==> src/rtl/multicycle_ctrl_if.sv <==
// Control/handshake bundle between the multi-cycle sequencer and its datapath.
// master: the sequencer (drives requests, strobes and status).
// slave : the datapath/memory side (drives run, instr, a0 and the ready inputs).
interface multicycle_ctrl_if;
  logic        run;
  logic [31:0] instr;
  logic [31:0] a0;
  logic        imem_ready;
  logic        dmem_ready;

  logic        imem_req;
  logic        dmem_req;
  logic        dmem_we;
  logic        ir_we;
  logic        pc_we;
  logic        rf_we;
  logic        ecall_print;
  logic        halted;
  logic [1:0]  trap_cause;
  logic [2:0]  state;
  logic [31:0] cycle_count;
  logic [31:0] instret;

  modport master (
    input  run, instr, a0, imem_ready, dmem_ready,
    output imem_req, dmem_req, dmem_we, ir_we, pc_we, rf_we, ecall_print,
    output halted, trap_cause, state, cycle_count, instret
  );

  modport slave (
    output run, instr, a0, imem_ready, dmem_ready,
    input  imem_req, dmem_req, dmem_we, ir_we, pc_we, rf_we, ecall_print,
    input  halted, trap_cause, state, cycle_count, instret
  );
endinterface

==> src/rtl/multicycle_ctrl.sv <==
// Sequencing FSM for the multi-cycle RV32I core: FETCH/DECODE/EXEC/MEM/WB,
// write-strobe gating, memory ready handshakes with timeout, ECALL service,
// sticky halt/trap status and cycle/retired-instruction counters.
// Ports: clock, reset (sync, active-high); bus (multicycle_ctrl_if.master)
//   inputs : run, instr, a0, imem_ready, dmem_ready
//   strobes: imem_req, dmem_req, dmem_we, ir_we, pc_we, rf_we, ecall_print
//            (combinational from state, readies and instr)
//   status : halted, trap_cause, state, cycle_count, instret (registered)
module multicycle_ctrl #(
  parameter int unsigned MEM_TIMEOUT = 16
) (
  input  logic              clock,
  input  logic              reset,
  multicycle_ctrl_if.master bus
);

  typedef enum logic [2:0] {
    S_IDLE   = 3'd0,
    S_FETCH  = 3'd1,
    S_DECODE = 3'd2,
    S_EXEC   = 3'd3,
    S_MEM    = 3'd4,
    S_WB     = 3'd5,
    S_HALT   = 3'd6,
    S_TRAP   = 3'd7
  } state_t;

  localparam logic [6:0]  OP_LUI    = 7'b0110111;
  localparam logic [6:0]  OP_AUIPC  = 7'b0010111;
  localparam logic [6:0]  OP_JAL    = 7'b1101111;
  localparam logic [6:0]  OP_JALR   = 7'b1100111;
  localparam logic [6:0]  OP_BRANCH = 7'b1100011;
  localparam logic [6:0]  OP_LOAD   = 7'b0000011;
  localparam logic [6:0]  OP_STORE  = 7'b0100011;
  localparam logic [6:0]  OP_IMM    = 7'b0010011;
  localparam logic [6:0]  OP_OP     = 7'b0110011;
  localparam logic [31:0] ECALL_W   = 32'h0000_0073;
  localparam logic [31:0] A0_EXIT   = 32'd10;
  localparam logic [31:0] A0_PRINT  = 32'd1;

  localparam logic [1:0]  CAUSE_ILLEGAL = 2'd1;
  localparam logic [1:0]  CAUSE_TIMEOUT = 2'd2;

  // Wait counter value on the last tolerated not-ready cycle.
  localparam logic [7:0]  WAIT_LAST = 8'(MEM_TIMEOUT - 1);

  state_t      state_q, state_d;
  logic [7:0]  wait_q, wait_d;
  logic        halted_q, halted_d;
  logic [1:0]  cause_q, cause_d;
  logic [31:0] cycle_q, cycle_d;
  logic [31:0] instret_q, instret_d;

  logic imem_req, dmem_req, dmem_we, ir_we, pc_we, rf_we, ecall_print;

  // Instruction classification.
  logic [6:0] opcode;
  logic       is_load, is_store, is_branch, is_ecall, is_legal_op, rd_zero;

  always_comb begin
    opcode      = bus.instr[6:0];
    is_load     = (opcode == OP_LOAD);
    is_store    = (opcode == OP_STORE);
    is_branch   = (opcode == OP_BRANCH);
    is_ecall    = (bus.instr == ECALL_W);
    rd_zero     = (bus.instr[11:7] == 5'd0);
    is_legal_op = (opcode == OP_LUI)  || (opcode == OP_AUIPC) ||
                  (opcode == OP_JAL)  || (opcode == OP_JALR)  ||
                  is_branch || is_load || is_store ||
                  (opcode == OP_IMM)  || (opcode == OP_OP);
  end

  // Next-state and strobe logic. Wait counter defaults to 0 so every
  // state entry starts a fresh timeout window.
  always_comb begin
    state_d     = state_q;
    wait_d      = 8'd0;
    halted_d    = halted_q;
    cause_d     = cause_q;
    imem_req    = 1'b0;
    dmem_req    = 1'b0;
    dmem_we     = 1'b0;
    ir_we       = 1'b0;
    pc_we       = 1'b0;
    rf_we       = 1'b0;
    ecall_print = 1'b0;

    case (state_q)
      S_IDLE: begin
        if (bus.run) state_d = S_FETCH;
      end
      S_FETCH: begin
        imem_req = 1'b1;
        if (bus.imem_ready) begin
          ir_we   = 1'b1;
          state_d = S_DECODE;
        end else if (wait_q == WAIT_LAST) begin
          state_d = S_TRAP;
          cause_d = CAUSE_TIMEOUT;
        end else begin
          wait_d = wait_q + 8'd1;
        end
      end
      S_DECODE: begin
        if (is_ecall) begin
          if (bus.a0 == A0_EXIT) begin
            state_d  = S_HALT;
            halted_d = 1'b1;
          end else begin
            pc_we       = 1'b1;
            ecall_print = (bus.a0 == A0_PRINT);
            state_d     = S_FETCH;
          end
        end else if (is_legal_op) begin
          state_d = S_EXEC;
        end else begin
          state_d = S_TRAP;
          cause_d = CAUSE_ILLEGAL;
        end
      end
      S_EXEC: begin
        state_d = (is_load || is_store) ? S_MEM : S_WB;
      end
      S_MEM: begin
        dmem_req = 1'b1;
        dmem_we  = is_store;
        if (bus.dmem_ready) begin
          if (is_store) begin
            pc_we   = 1'b1;
            state_d = S_FETCH;
          end else begin
            state_d = S_WB;
          end
        end else if (wait_q == WAIT_LAST) begin
          state_d = S_TRAP;
          cause_d = CAUSE_TIMEOUT;
        end else begin
          wait_d = wait_q + 8'd1;
        end
      end
      S_WB: begin
        pc_we   = 1'b1;
        rf_we   = !is_branch && !rd_zero;
        state_d = S_FETCH;
      end
      default: begin
        // HALT and TRAP are absorbing until reset.
      end
    endcase

    cycle_d   = cycle_q + ((state_q inside {S_FETCH, S_DECODE, S_EXEC, S_MEM, S_WB}) ? 32'd1 : 32'd0);
    instret_d = instret_q + 32'(pc_we);
  end

  always_ff @(posedge clock) begin
    if (reset) begin
      state_q   <= S_IDLE;
      wait_q    <= 8'd0;
      halted_q  <= 1'b0;
      cause_q   <= 2'd0;
      cycle_q   <= 32'd0;
      instret_q <= 32'd0;
    end else begin
      state_q   <= state_d;
      wait_q    <= wait_d;
      halted_q  <= halted_d;
      cause_q   <= cause_d;
      cycle_q   <= cycle_d;
      instret_q <= instret_d;
    end
  end

  // Strobes are suppressed during reset so an abandoned access never commits.
  assign bus.imem_req    = imem_req    & ~reset;
  assign bus.dmem_req    = dmem_req    & ~reset;
  assign bus.dmem_we     = dmem_we     & ~reset;
  assign bus.ir_we       = ir_we       & ~reset;
  assign bus.pc_we       = pc_we       & ~reset;
  assign bus.rf_we       = rf_we       & ~reset;
  assign bus.ecall_print = ecall_print & ~reset;

  assign bus.halted      = halted_q;
  assign bus.trap_cause  = cause_q;
  assign bus.state       = 3'(state_q);
  assign bus.cycle_count = cycle_q;
  assign bus.instret     = instret_q;

endmodule

==> src/flat_wrapper.sv <==
// flat-port wrapper written by rule: the top's interface ports become plain ports
module multicycle_ctrl_flat 
#(
  parameter int unsigned MEM_TIMEOUT = 16
)
  (clock, reset, bus_run, bus_instr, bus_a0, bus_imem_ready, bus_dmem_ready, bus_imem_req, bus_dmem_req, bus_dmem_we, bus_ir_we, bus_pc_we, bus_rf_we, bus_ecall_print, bus_halted, bus_trap_cause, bus_state, bus_cycle_count, bus_instret);
  multicycle_ctrl_if bus_i ();
  input  logic clock;
  input  logic reset;
  input wire logic [$bits(bus_i.run)-1:0] bus_run;
  input wire logic [$bits(bus_i.instr)-1:0] bus_instr;
  input wire logic [$bits(bus_i.a0)-1:0] bus_a0;
  input wire logic [$bits(bus_i.imem_ready)-1:0] bus_imem_ready;
  input wire logic [$bits(bus_i.dmem_ready)-1:0] bus_dmem_ready;
  output wire logic [$bits(bus_i.imem_req)-1:0] bus_imem_req;
  output wire logic [$bits(bus_i.dmem_req)-1:0] bus_dmem_req;
  output wire logic [$bits(bus_i.dmem_we)-1:0] bus_dmem_we;
  output wire logic [$bits(bus_i.ir_we)-1:0] bus_ir_we;
  output wire logic [$bits(bus_i.pc_we)-1:0] bus_pc_we;
  output wire logic [$bits(bus_i.rf_we)-1:0] bus_rf_we;
  output wire logic [$bits(bus_i.ecall_print)-1:0] bus_ecall_print;
  output wire logic [$bits(bus_i.halted)-1:0] bus_halted;
  output wire logic [$bits(bus_i.trap_cause)-1:0] bus_trap_cause;
  output wire logic [$bits(bus_i.state)-1:0] bus_state;
  output wire logic [$bits(bus_i.cycle_count)-1:0] bus_cycle_count;
  output wire logic [$bits(bus_i.instret)-1:0] bus_instret;
  assign bus_i.run = bus_run;
  assign bus_i.instr = bus_instr;
  assign bus_i.a0 = bus_a0;
  assign bus_i.imem_ready = bus_imem_ready;
  assign bus_i.dmem_ready = bus_dmem_ready;
  assign bus_imem_req = bus_i.imem_req;
  assign bus_dmem_req = bus_i.dmem_req;
  assign bus_dmem_we = bus_i.dmem_we;
  assign bus_ir_we = bus_i.ir_we;
  assign bus_pc_we = bus_i.pc_we;
  assign bus_rf_we = bus_i.rf_we;
  assign bus_ecall_print = bus_i.ecall_print;
  assign bus_halted = bus_i.halted;
  assign bus_trap_cause = bus_i.trap_cause;
  assign bus_state = bus_i.state;
  assign bus_cycle_count = bus_i.cycle_count;
  assign bus_instret = bus_i.instret;
  multicycle_ctrl #(.MEM_TIMEOUT(MEM_TIMEOUT)) u_core (.clock(clock), .reset(reset), .bus(bus_i));
endmodule
==> config.mk <==
export PLATFORM = sky130hd
export DESIGN_NAME = multicycle_ctrl_flat
export DESIGN_NICKNAME = d
export VERILOG_FILES = /design/src/rtl/multicycle_ctrl_if.sv /design/src/rtl/multicycle_ctrl.sv /design/src/flat_wrapper.sv
export SDC_FILE = /design/constraint.sdc
export NUM_CORES = 1
export LEC_CHECK = 0
export ABC_AREA = 1
export BUFFER_PORTS_ARGS = -buffer_cell sky130_fd_sc_hd__buf_2
export CAP_MARGIN = 20
export CORE_MARGIN = 10
export CORE_UTILIZATION = 53
export CTS_BUF_LIST = sky130_fd_sc_hd__clkbuf_8
export CTS_CLUSTER_SIZE = 25
export DETAILED_ROUTE_END_ITERATION = 10
export PLACE_DENSITY = 0.83
export SLEW_MARGIN = 20
export SYNTH_ARGS = -nofsm -noshare
export SYNTH_HDL_FRONTEND = slang
export SYNTH_SLANG_ARGS = --single-unit
==> constraint.sdc <==
create_clock -name clock -period 3.2 [get_ports clock]
set_input_delay 0.16 -clock clock [delete_from_list [all_inputs] [get_ports clock]]
set_output_delay 0.16 -clock clock [all_outputs]
set_load 0.01 [all_outputs]
==> results.txt, run 1 <==
Port bufs = 145
Outcome = finished, final reports clean
Fin nets = 931
Post-CTS setup buffer count = 0
Num rows = 33
Slew @ Worst Pin = 0.6444 ns
Initial antenna violation count = 0
Post-synth top area share = 0.3410
R2r startpoint = u_core.bus.state[1]
Fin. max-slew vios = 0
Max cap viols = 0
Remaining Overflow, GRT = 0
Final Hold Viols = 0
CTS tree = done
H-Tree Level Count = 3
Die W = 113.0 um
Via/cell ratio = 5.314
1st-iter DRT viols = 326
Pin count of the biggest net entering global routing = 57
Max-slew headroom = 0.5685
Clk buf depth = 2
Final min period = 2.858 ns
Worst setup slack after layout = 0.3419 ns
I/O pins = 146
Die Y = 113.0 um
Cell variety after synth = 40
Routed WL = 14030 um
Synth Register Bits = 78
Root Driver = clkbuf_8
Ant. Diodes = 0
Hold buffer count at cts = 0
Synth Flop Type = dfxtp_1
Post-synth EDFFs = 0
WL per Instance = 14.53 um
Req. time, crit path = 3.49 ns
Clock Latency Late Sink = 0.35 ns
Die footprint = 12760 um2
Drt drc = 0
Worst Setup End Kind = flop
Area grow syn2layout = 21.78%
Dpl hpwl = 11340 um
Worst Hold End = u_core.bus.state[1]
Global-route wire length before repair = 23430 um
Tot GR Track Use = 0.2160
Core area = 8299 um2
Initial Util = 0.5518
Register-to-register setup slack = 0.34 ns
Netlist Area Pre-Place = 4579 um2
Commonest non-fill, non-tap cells in the layout = nand2_1, buf_2, nor2_1
Worst reg-to-reg path cell count = 15
WHS Path Cells = 4
Routability Congestion = 0.9437
R2R Path End = u_core.bus.instret[22]
Async set-reset flop share out of synthesis = 0
Final setup vio count = 0
Antenna Violating Nets Remaining = 0
CP Launch Type = flop
Post-Syn Instances = 707
Routed vias = 5128
Crit Path Category = reg2reg
Crit path DAT = 3.14 ns
CTS Buf Count = 9
Hold Startpoint = reset
Static Leakage = 2.458 nW
CTS Sinks = 78
Dpl ws = 0.4521 ns
Yosys Warn Count = 0
Peak supply drop = 214.2 uV
Layout cell share with drive strength beyond 1 = 0.2372
Number of global-route vias before repair = 5066
Synth area leader = dfxtp_1
Clock transition at the registers of the reported paths = 0.07 ns
Worst hold path class = in2reg
Length of the first detailed-routing pass in iterations = 5
Final period utilization = 0.8932
Post-synth net total = 781
Power density cells = 330.2 nW/um2
Sequential-to-total area share from yosys stat = 0.3410
Post-cts sizing count = 0
Final setup TNS = 0 ns
Mean Syn Cell Area = 6.477 um2
CP Max Fanout = 8
Most common cell after layout, fill and taps aside = nand2_1
RSZ-0062 raised after global routing = false
Synth area leaders = dfxtp_1, nand2_1, nor2_1
Fmax achieved = 349.9 MHz
Setup Skew = 0.01135 ns
[state kept, by name (all words and copies together) (netlist names)]
name,flops
u_core.bus.trap_cause,2
u_core.bus.cycle_count,32
u_core.bus.state,3
u_core.bus.instret,32
u_core.bus.halted,1
u_core.wait_q,8
[metrics by stage]
stage                       util  hold slack (ns)  power [mW]  std cells  area (um2)
after floorplan                -           0.3296       1.145        707        4579
after global placement    0.6532           0.4307       1.239        951        5421
after detailed placement  0.6532           0.4392       1.243        951        5421
after CTS                 0.6719           0.1594       1.853        965        5577
after global routing      0.6719           0.1929       1.926        965        5577
final                     0.6719           0.1570       1.842        965        5577
[synth_stat cells (2+ instances only)]
cell type  instances
nand2_1          154
nor2_1           129
inv_1             91
dfxtp_1           78
a21oi_1           45
nand3_1           34
nor3_1            34
nand4_1           17
o21ai_0           16
or2_0              9
nor2_2             7
nor3_2             6
xor2_1             6
buf_1              5
ha_1               5
nand3_2            5
nor2_4             5
nor3b_1            5
a211oi_1           4
and3_1             4
nand2_2            4
nor3b_2            4
nor4_1             4
o21ai_1            4
clkbuf_1           3
inv_2              3
nand2_4            3
o21a_1             3
or2_2              3
xnor2_1            3
a31oi_1            2
nand3b_1           2
nor3_4             2
o211ai_1           2
[final cells by class]
cell class / count / area (um2)
Timing Repair Buffer: 147 / 740.7
Tap cell: 105 / 131.4
Sequential cell: 78 / 1562
Inverter: 95 / 357.8
Multi-Input combinational cell: 526 / 2630
Fill cell: 773 / 2723
Clock inverter: 4 / 17.52
Clock buffer: 10 / 137.6
[how the worst max path moves through the flow]
stage	startpoint	end	slack, ns	depth (start not counted)
6_report	u_core.bus.state[1]	u_core.bus.instret[22]	0.34	15
3_3_place_gp	u_core.bus.state[1]	u_core.bus.instret[28]	0.58	15
5_1_grt	u_core.bus.state[1]	u_core.bus.instret[22]	0.06	15
2_1_floorplan	u_core.bus.state[1]	u_core.bus.instret[28]	0.80	15
3_5_place_dp	u_core.bus.state[1]	u_core.bus.instret[18]	0.45	14
4_1_cts	u_core.bus.state[1]	u_core.bus.instret[22]	0.40	15
[routing by layer]
| layer | track usage | part of all wire |
|---|---|---|
| met4 | 0.06684 | 0.018 |
| met3 | 0.08241 | 0.11 |
| met2 | 0.3740 | 0.47 |
| met5 | 0 | 0 |
| met1 | 0.2387 | 0.41 |
[cells by family (layout without fill, tap and decap cells)]
logic type	count (synthesis)	count (layout)	synth area share
AO/OA/AOI/OAI	80	80	0.09563
XOR/XNOR	9	9	0.01721
adder cells (fa/ha/maj)	5	5	0.01366
buffers and inverters	103	256	0.08470
flip-flops	78	78	0.3410
AND/OR/NAND/NOR	432	432	0.4478
[where the power goes]
part / switching (mW) / leakage, nW / internal, mW
Clock: 0.335 / 0.0904 / 0.286
Sequential: 0.0172 / 0.629 / 0.987
Combinational: 0.128 / 1.74 / 0.0888
[worst max-delay path: stages (launching register included)]
cell and delay [ns]:
dfxtp_1 0.38, nor2_1 0.16, nand2_1 0.17, nor2_1 0.25, a21oi_1 0.14, nand2_1 0.09, ha_1 0.23, ha_1 0.27
nand3_2 0.16, nor2_2 0.18, nand3_1 0.11, nor3_2 0.16, nand3_1 0.16, o21ai_1 0.17, nand2_1 0.08, nor2_1 0.09
(Power assumes the default switching activity.)
==> run 2: changes to the inputs <==
Settings changed: PLACE_DENSITY 0.83 to 0.82.
==> results.txt, run 2 (synthesis results as in run 1) <==
Outcome = finished, final reports clean (unchanged)
Most common cell after layout, fill and taps aside = nand2_1 (unchanged)
Fmax achieved = 344.4 MHz (was 349.9 MHz)
Length of the first detailed-routing pass in iterations = 5 (unchanged)
Final min period = 2.904 ns (was 2.858 ns)
Antenna Violating Nets Remaining = 0 (unchanged)
H-Tree Level Count = 3 (unchanged)
CP Max Fanout = 8 (unchanged)
Port bufs = 145 (unchanged)
Power density cells = 363.3 nW/um2 (was 330.2 nW/um2)
Pin count of the biggest net entering global routing = 57 (unchanged)
Drt drc = 0 (unchanged)
Worst Setup End Kind = flop (unchanged)
Die footprint = 12760 um2 (unchanged)
Via/cell ratio = 5.317 (was 5.314)
CP cell instances = nor2_1 > nand2_1 > nor2_1 > a21oi_1 > nand2_1 > ha_1 > ha_1 > nand3_2 > nor2_2 > nand3_1 > nor3_2 > nand3_1 > o21ai_1 > nand2_1 > nor2_1 (unchanged)
Routed vias = 5142 (was 5128)
WL per Instance = 14.58 um (was 14.53 um)
Hold Startpoint = bus_run (was reset)
Critical-path top delay cell = dfxtp_1 (unchanged)
I/O pins = 146 (unchanged)
CTS tree = done (unchanged)
CTS Buf Count = 9 (unchanged)
WHS Path Cells = 5 (was 4)
Worst reg-to-reg path cell count = 15 (unchanged)
Post-DP Area = 5421 um2 (unchanged)
Final period utilization = 0.9074 (was 0.8932)
Final Hold Viols = 0 (unchanged)
Ant. Diodes = 0 (unchanged)
Worst Hold End = u_core.bus.state[0] (was u_core.bus.state[1])
Routability Congestion = 0.9855 (was 0.9437)
Fin nets = 931 (unchanged)
Setup Skew = 0.01252 ns (was 0.01135 ns)
Initial Util = 0.5518 (unchanged)
Peak supply drop = 219.9 uV (was 214.2 uV)
Max-slew headroom = 0.5815 (was 0.5685)
R2r startpoint = u_core.bus.state[1] (unchanged)
Root Driver = clkbuf_8 (unchanged)
Final setup vio count = 0 (unchanged)
Fin util = 0.6801 (was 0.6719)
1st-iter DRT viols = 286 (was 326)
Crit path DAT = 3.20 ns (was 3.14 ns)
Static Leakage = 2.476 nW (was 2.458 nW)
Post-cts sizing count = 0 (unchanged)
Crit Path Category = reg2reg (unchanged)
CP Launch Type = flop (unchanged)
Die Y = 113.0 um (unchanged)
Clock transition at the registers of the reported paths = 0.09 ns (was 0.07 ns)
Clk buf depth = 2 (unchanged)
Core area = 8299 um2 (unchanged)
Die W = 113.0 um (unchanged)
# fillers = 768 (was 773)
Dpl hpwl = 11410 um (was 11340 um)
Routed WL = 14100 um (was 14030 um)
Clock Latency Late Sink = 0.36 ns (was 0.35 ns)
Register area = 1562 um2 (unchanged)
R2R Path End = u_core.bus.instret[22] (unchanged)
RSZ-0062 raised after global routing = false (unchanged)
Tot GR Track Use = 0.2169 (was 0.2160)
Hold buffer count at cts = 0 (unchanged)
CTS Sinks = 78 (unchanged)
Total Power = 2.051 mW (was 1.842 mW)
Worst hold path class = in2reg (unchanged)
Global-route wire length before repair = 23530 um (was 23430 um)
Num rows = 33 (unchanged)
Final setup TNS = 0 ns (unchanged)
Max cap viols = 0 (unchanged)
Number of global-route vias before repair = 5112 (was 5066)
Fin. max-slew vios = 0 (unchanged)
Worst path max stage delay = 0.38 ns (about the same)
Area grow syn2layout = 23.25% (was 21.78%)
Slew @ Worst Pin = 0.6278 ns (was 0.6444 ns)
Footprint of the multi-input gates = 2630 um2 (unchanged)
Remaining Overflow, GRT = 0 (unchanged)
Initial antenna violation count = 0 (unchanged)
Commonest non-fill, non-tap cells in the layout = nand2_1, buf_2, nor2_1 (unchanged)
Finished Cell Area = 5644 um2 (was 5577 um2)
Req. time, crit path = 3.49 ns (about the same)
Post-CTS setup buffer count = 0 (unchanged)
Layout cell share with drive strength beyond 1 = 0.2413 (was 0.2372)
Register-to-register setup slack = 0.30 ns (was 0.34 ns)
[run 2: cell count changes in the layout (fill, tap and decap cells not counted), sizes merged]
cell,change
inv,-2
bufinv,+2
clkinvlp,+2
[run 2: worst max path at each step]
stage,endpoint,slack (ns),start
CTS,u_core.bus.instret[22],0.35,u_core.bus.state[1]
floorplan,u_core.bus.instret[28],0.80,u_core.bus.state[1]
detailed placement,u_core.bus.instret[28],0.44,u_core.bus.state[1]
finish,u_core.bus.instret[22],0.30,u_core.bus.state[1]
global placement,u_core.bus.instret[22],0.58,bus_instr[3]
global route,u_core.bus.instret[22],0.05,u_core.bus.state[1]
[run 2: metrics by stage]
step / worst slack (ns) / std cells / hold slack, ns
floorplan: 0.8018 / 707 / 0.3296
global placement: 0.5762 / 951 / 0.4282
detailed placement: 0.4420 / 951 / 0.4451
CTS: 0.3509 / 967 / 0.2332
global route: 0.05128 / 967 / 0.2632
finish: 0.2962 / 967 / 0.2420
[run 2: area by class of cell]
type | instances | area share
multi-input cells | 526 | 0.4660
clock inverters | 6 | 0.01507
well taps | 105 | 0.02328
inverters | 95 | 0.06340
flip-flops and latches | 78 | 0.2767
repair buffers | 147 | 0.1312
clock buffers | 10 | 0.02438
[run 2: worst max-delay path: cells and delay by family (launching register included)]
family                   cells  cell delay, ns
AO/OA/AOI/OAI                2            0.34
AND/OR/NAND/NOR             11            1.61
flip-flops                   1            0.38
adder cells (fa/ha/maj)      2            0.50
[run 2: routing by layer]
metal | global-route usage | wire (um)
met5 | 0 | 0
met4 | 0.08545 | 358
met3 | 0.07713 | 1307
met2 | 0.3641 | 6713
met1 | 0.2459 | 5722
[run 2: report_power, final]
part,switching [mW],internal [mW]
sequential,0.0165,0.986
clock,0.373,0.458
combinational,0.128,0.0886
total,0.518,1.53
==> run 3: changes to the inputs <==
--- a/config.mk
+++ b/config.mk
@@ -10,2 +10,3 @@
 export CAP_MARGIN = 20
+export CORE_ASPECT_RATIO = 1.25
 export CORE_MARGIN = 10
==> constraint.sdc (replaced) <==
create_clock -name clock -period 3.2 [get_ports clock]
set_input_delay 0.64 -clock clock [delete_from_list [all_inputs] [get_ports clock]]
set_output_delay 0.64 -clock clock [all_outputs]
set_load 0.01 [all_outputs]
==> results.txt, run 3 (synthesis results as in run 1) <==
Ant. Diodes = 0 (unchanged)
Static Leakage = 2.475 nW (was 2.476 nW)
Crit path DAT = 3.08 ns (was 3.20 ns)
WL per Instance = 14.39 um (was 14.58 um)
Worst path max stage delay = 0.45 ns (was 0.38 ns)
Initial antenna violation count = 0 (unchanged)
Seq pwr share = 0.532 (was 0.489)
Critical path buffers and inverters = 2 (was 0)
Fin nets = 933 (was 931)
Internal = 1.408 mW (was 1.532 mW)
Routed WL = 13800 um (was 14100 um)
Worst hold path class = reg2reg (was in2reg)
I/O pins = 146 (unchanged)
Final min period = 2.793 ns (was 2.904 ns)
Core area = 8333 um2 (was 8299 um2)
Die footprint = 12780 um2 (was 12760 um2)
# fillers = 772 (was 768)
Number of global-route vias before repair = 5191 (was 5112)
CTS tree = done (unchanged)
Tot GR Track Use = 0.2182 (was 0.2169)
Remaining Overflow, GRT = 0 (unchanged)
CP Launch Type = flop (unchanged)
Final setup vio count = 0 (unchanged)
Final setup TNS = 0 ns (unchanged)
Die W = 103.1 um (was 113.0 um)
Fin. max-slew vios = 0 (unchanged)
Layout cell share with drive strength beyond 1 = 0.2401 (was 0.2413)
Routed vias = 5118 (was 5142)
Length of the first detailed-routing pass in iterations = 5 (unchanged)
CP Max Fanout = 6 (was 8)
Setup Skew = 0.01506 ns (was 0.01252 ns)
Port bufs = 145 (unchanged)
CP cell instances = inv_1 > nor3_1 > inv_1 > nand3b_1 > ha_1 > ha_1 > nand3_2 > nor2_4 > nand2_2 > nor2_2 > nand2_1 > nor2_2 > nand2_1 > nor2_2 > nand2_1 > a21oi_2 (was nor2_1 > nand2_1 > nor2_1 > a21oi_1 > nand2_1 > ha_1 > ha_1 > nand3_2 > nor2_2 > nand3_1 > nor3_2 > nand3_1 > o21ai_1 > nand2_1 > nor2_1)
Max cap viols = 0 (unchanged)
Num rows = 37 (was 33)
Req. time, crit path = 3.49 ns (about the same)
Slew @ Worst Pin = 0.6158 ns (was 0.6278 ns)
Die Y = 123.9 um (was 113.0 um)
1st-iter DRT viols = 286 (unchanged)
Final period utilization = 0.8729 (was 0.9074)
Dpl ws = 0.1125 ns (was 0.4420 ns)
Clock transition at the registers of the reported paths = 0.07 ns (was 0.09 ns)
Antenna Violating Nets Remaining = 0 (unchanged)
Crit Path Category = reg2reg (unchanged)
Clk buf depth = 2 (unchanged)
Pin count of the biggest net entering global routing = 41 (was 57)
Most common cell after layout, fill and taps aside = nand2_1 (unchanged)
RSZ-0062 raised after global routing = false (unchanged)
Routability Congestion = 0.9742 (was 0.9855)
H-Tree Level Count = 3 (unchanged)
Clock share of power = 0.354 (was 0.405)
Via/cell ratio = 5.337 (was 5.317)
Commonest non-fill, non-tap cells in the layout = nand2_1, buf_2, nor2_1 (unchanged)
Drt drc = 0 (unchanged)
Switching share of total power = 0.2544 (was 0.2527)
Max-slew headroom = 0.5877 (was 0.5815)
Logic gate share of total power = 0.114 (was 0.106)
Post-cts sizing count = 0 (unchanged)
Dpl hpwl = 11450 um (was 11410 um)
Worst Setup End Kind = flop (unchanged)
Fin util = 0.6721 (was 0.6801)
Peak supply drop = 230.9 uV (was 219.9 uV)
Area grow syn2layout = 22.30% (was 23.25%)
Critical-path top delay cell = dfxtp_1 (unchanged)
Power density cells = 337.2 nW/um2 (was 363.3 nW/um2)
CTS Buf Count = 9 (unchanged)
Switch Pwr = 0.4805 mW (was 0.5182 mW)
Root Driver = clkbuf_8 (unchanged)
Initial Util = 0.5495 (was 0.5518)
Clock Latency Late Sink = 0.36 ns (about the same)
Global-route wire length before repair = 22780 um (was 23530 um)
Final Hold Viols = 0 (unchanged)
Worst setup slack after layout = 0.4066 ns (was 0.2962 ns)
Family with the most delay on the worst path = simple AND/OR/NAND/NOR gates (unchanged)
Hold buffer count at cts = 0 (unchanged)
Outcome = finished, final reports clean (unchanged)
Fmax achieved = 358.0 MHz (was 344.4 MHz)
CTS Sinks = 78 (unchanged)
Post-CTS setup buffer count = 0 (unchanged)
==> run 3: cell types whose count changed in the layout (fill, tap and decap cells not counted), sizes merged <==
| cell | change |
|---|---|
| clkinv | -1 |
| clkinvlp | -2 |
| bufinv | -2 |
| buf | +2 |
| clkbuf | +2 |
| inv | +1 |
==> run 3: metrics by stage <==
stage | area, um2 | instances | total power, mW | hold slack [ns]
5_1_grt | 5600 | 959 | 1.969 | 0.4788
4_1_cts | 5600 | 959 | 1.902 | 0.4537
6_report | 5600 | 959 | 1.889 | 0.4484
3_3_place_gp | 5426 | 945 | 1.238 | 0.4328
2_1_floorplan | 4579 | 707 | 1.145 | 0.4175
3_5_place_dp | 5426 | 945 | 1.243 | 0.4385
==> run 3: final timing paths <==
path | slack (ns) | startpoint | to | cells after the start
hold reg to reg | 0.45 | u_core.bus.trap_cause[1] | u_core.bus.trap_cause[1] | 2
setup / recovery | 0.41 | u_core.bus.state[0] | u_core.bus.cycle_count[24] | 16
setup reg to reg | 0.41 | u_core.bus.state[0] | u_core.bus.cycle_count[24] | 16
hold / removal | 0.45 | u_core.bus.trap_cause[1] | u_core.bus.trap_cause[1] | 2
==> run 3: power groups by stage <==
stage	registers, mW	logic, mW	clock network (mW)
2_1_floorplan	1.03	0.114	0
3_3_place_gp	1.03	0.213	0
3_5_place_dp	1.03	0.217	0
4_1_cts	1.00	0.218	0.680
5_1_grt	1.01	0.244	0.717
6_report	1.00	0.216	0.668
==> run 3: layout make-up <==
| type | count | area, um2 | share of cell area |
|---|---|---|---|
| inverter | 95 | 357.8 | 0.06390 |
| clock buffer | 12 | 165.2 | 0.02949 |
| tap | 97 | 121.4 | 0.02167 |
| multi-input combinational | 526 | 2630 | 0.4696 |
| sequential | 78 | 1562 | 0.2788 |
| timing repair buffer | 149 | 755.7 | 0.1349 |
| clock inverter | 2 | 8.758 | 0.001564 |
==> run 3: tightest hold or removal path: stages, from the launching register on <==
cell	delay [ns]
dfxtp_1	0.31
inv_1	0.05
a21oi_1	0.05
==> run 3: routing by layer <==
layer	track usage	wire length (um)	part of all wire
met5	0	0	0
met4	0.1054	432	0.031
met3	0.06981	1217	0.088
met2	0.3660	6600	0.48
met1	0.2445	5551	0.40
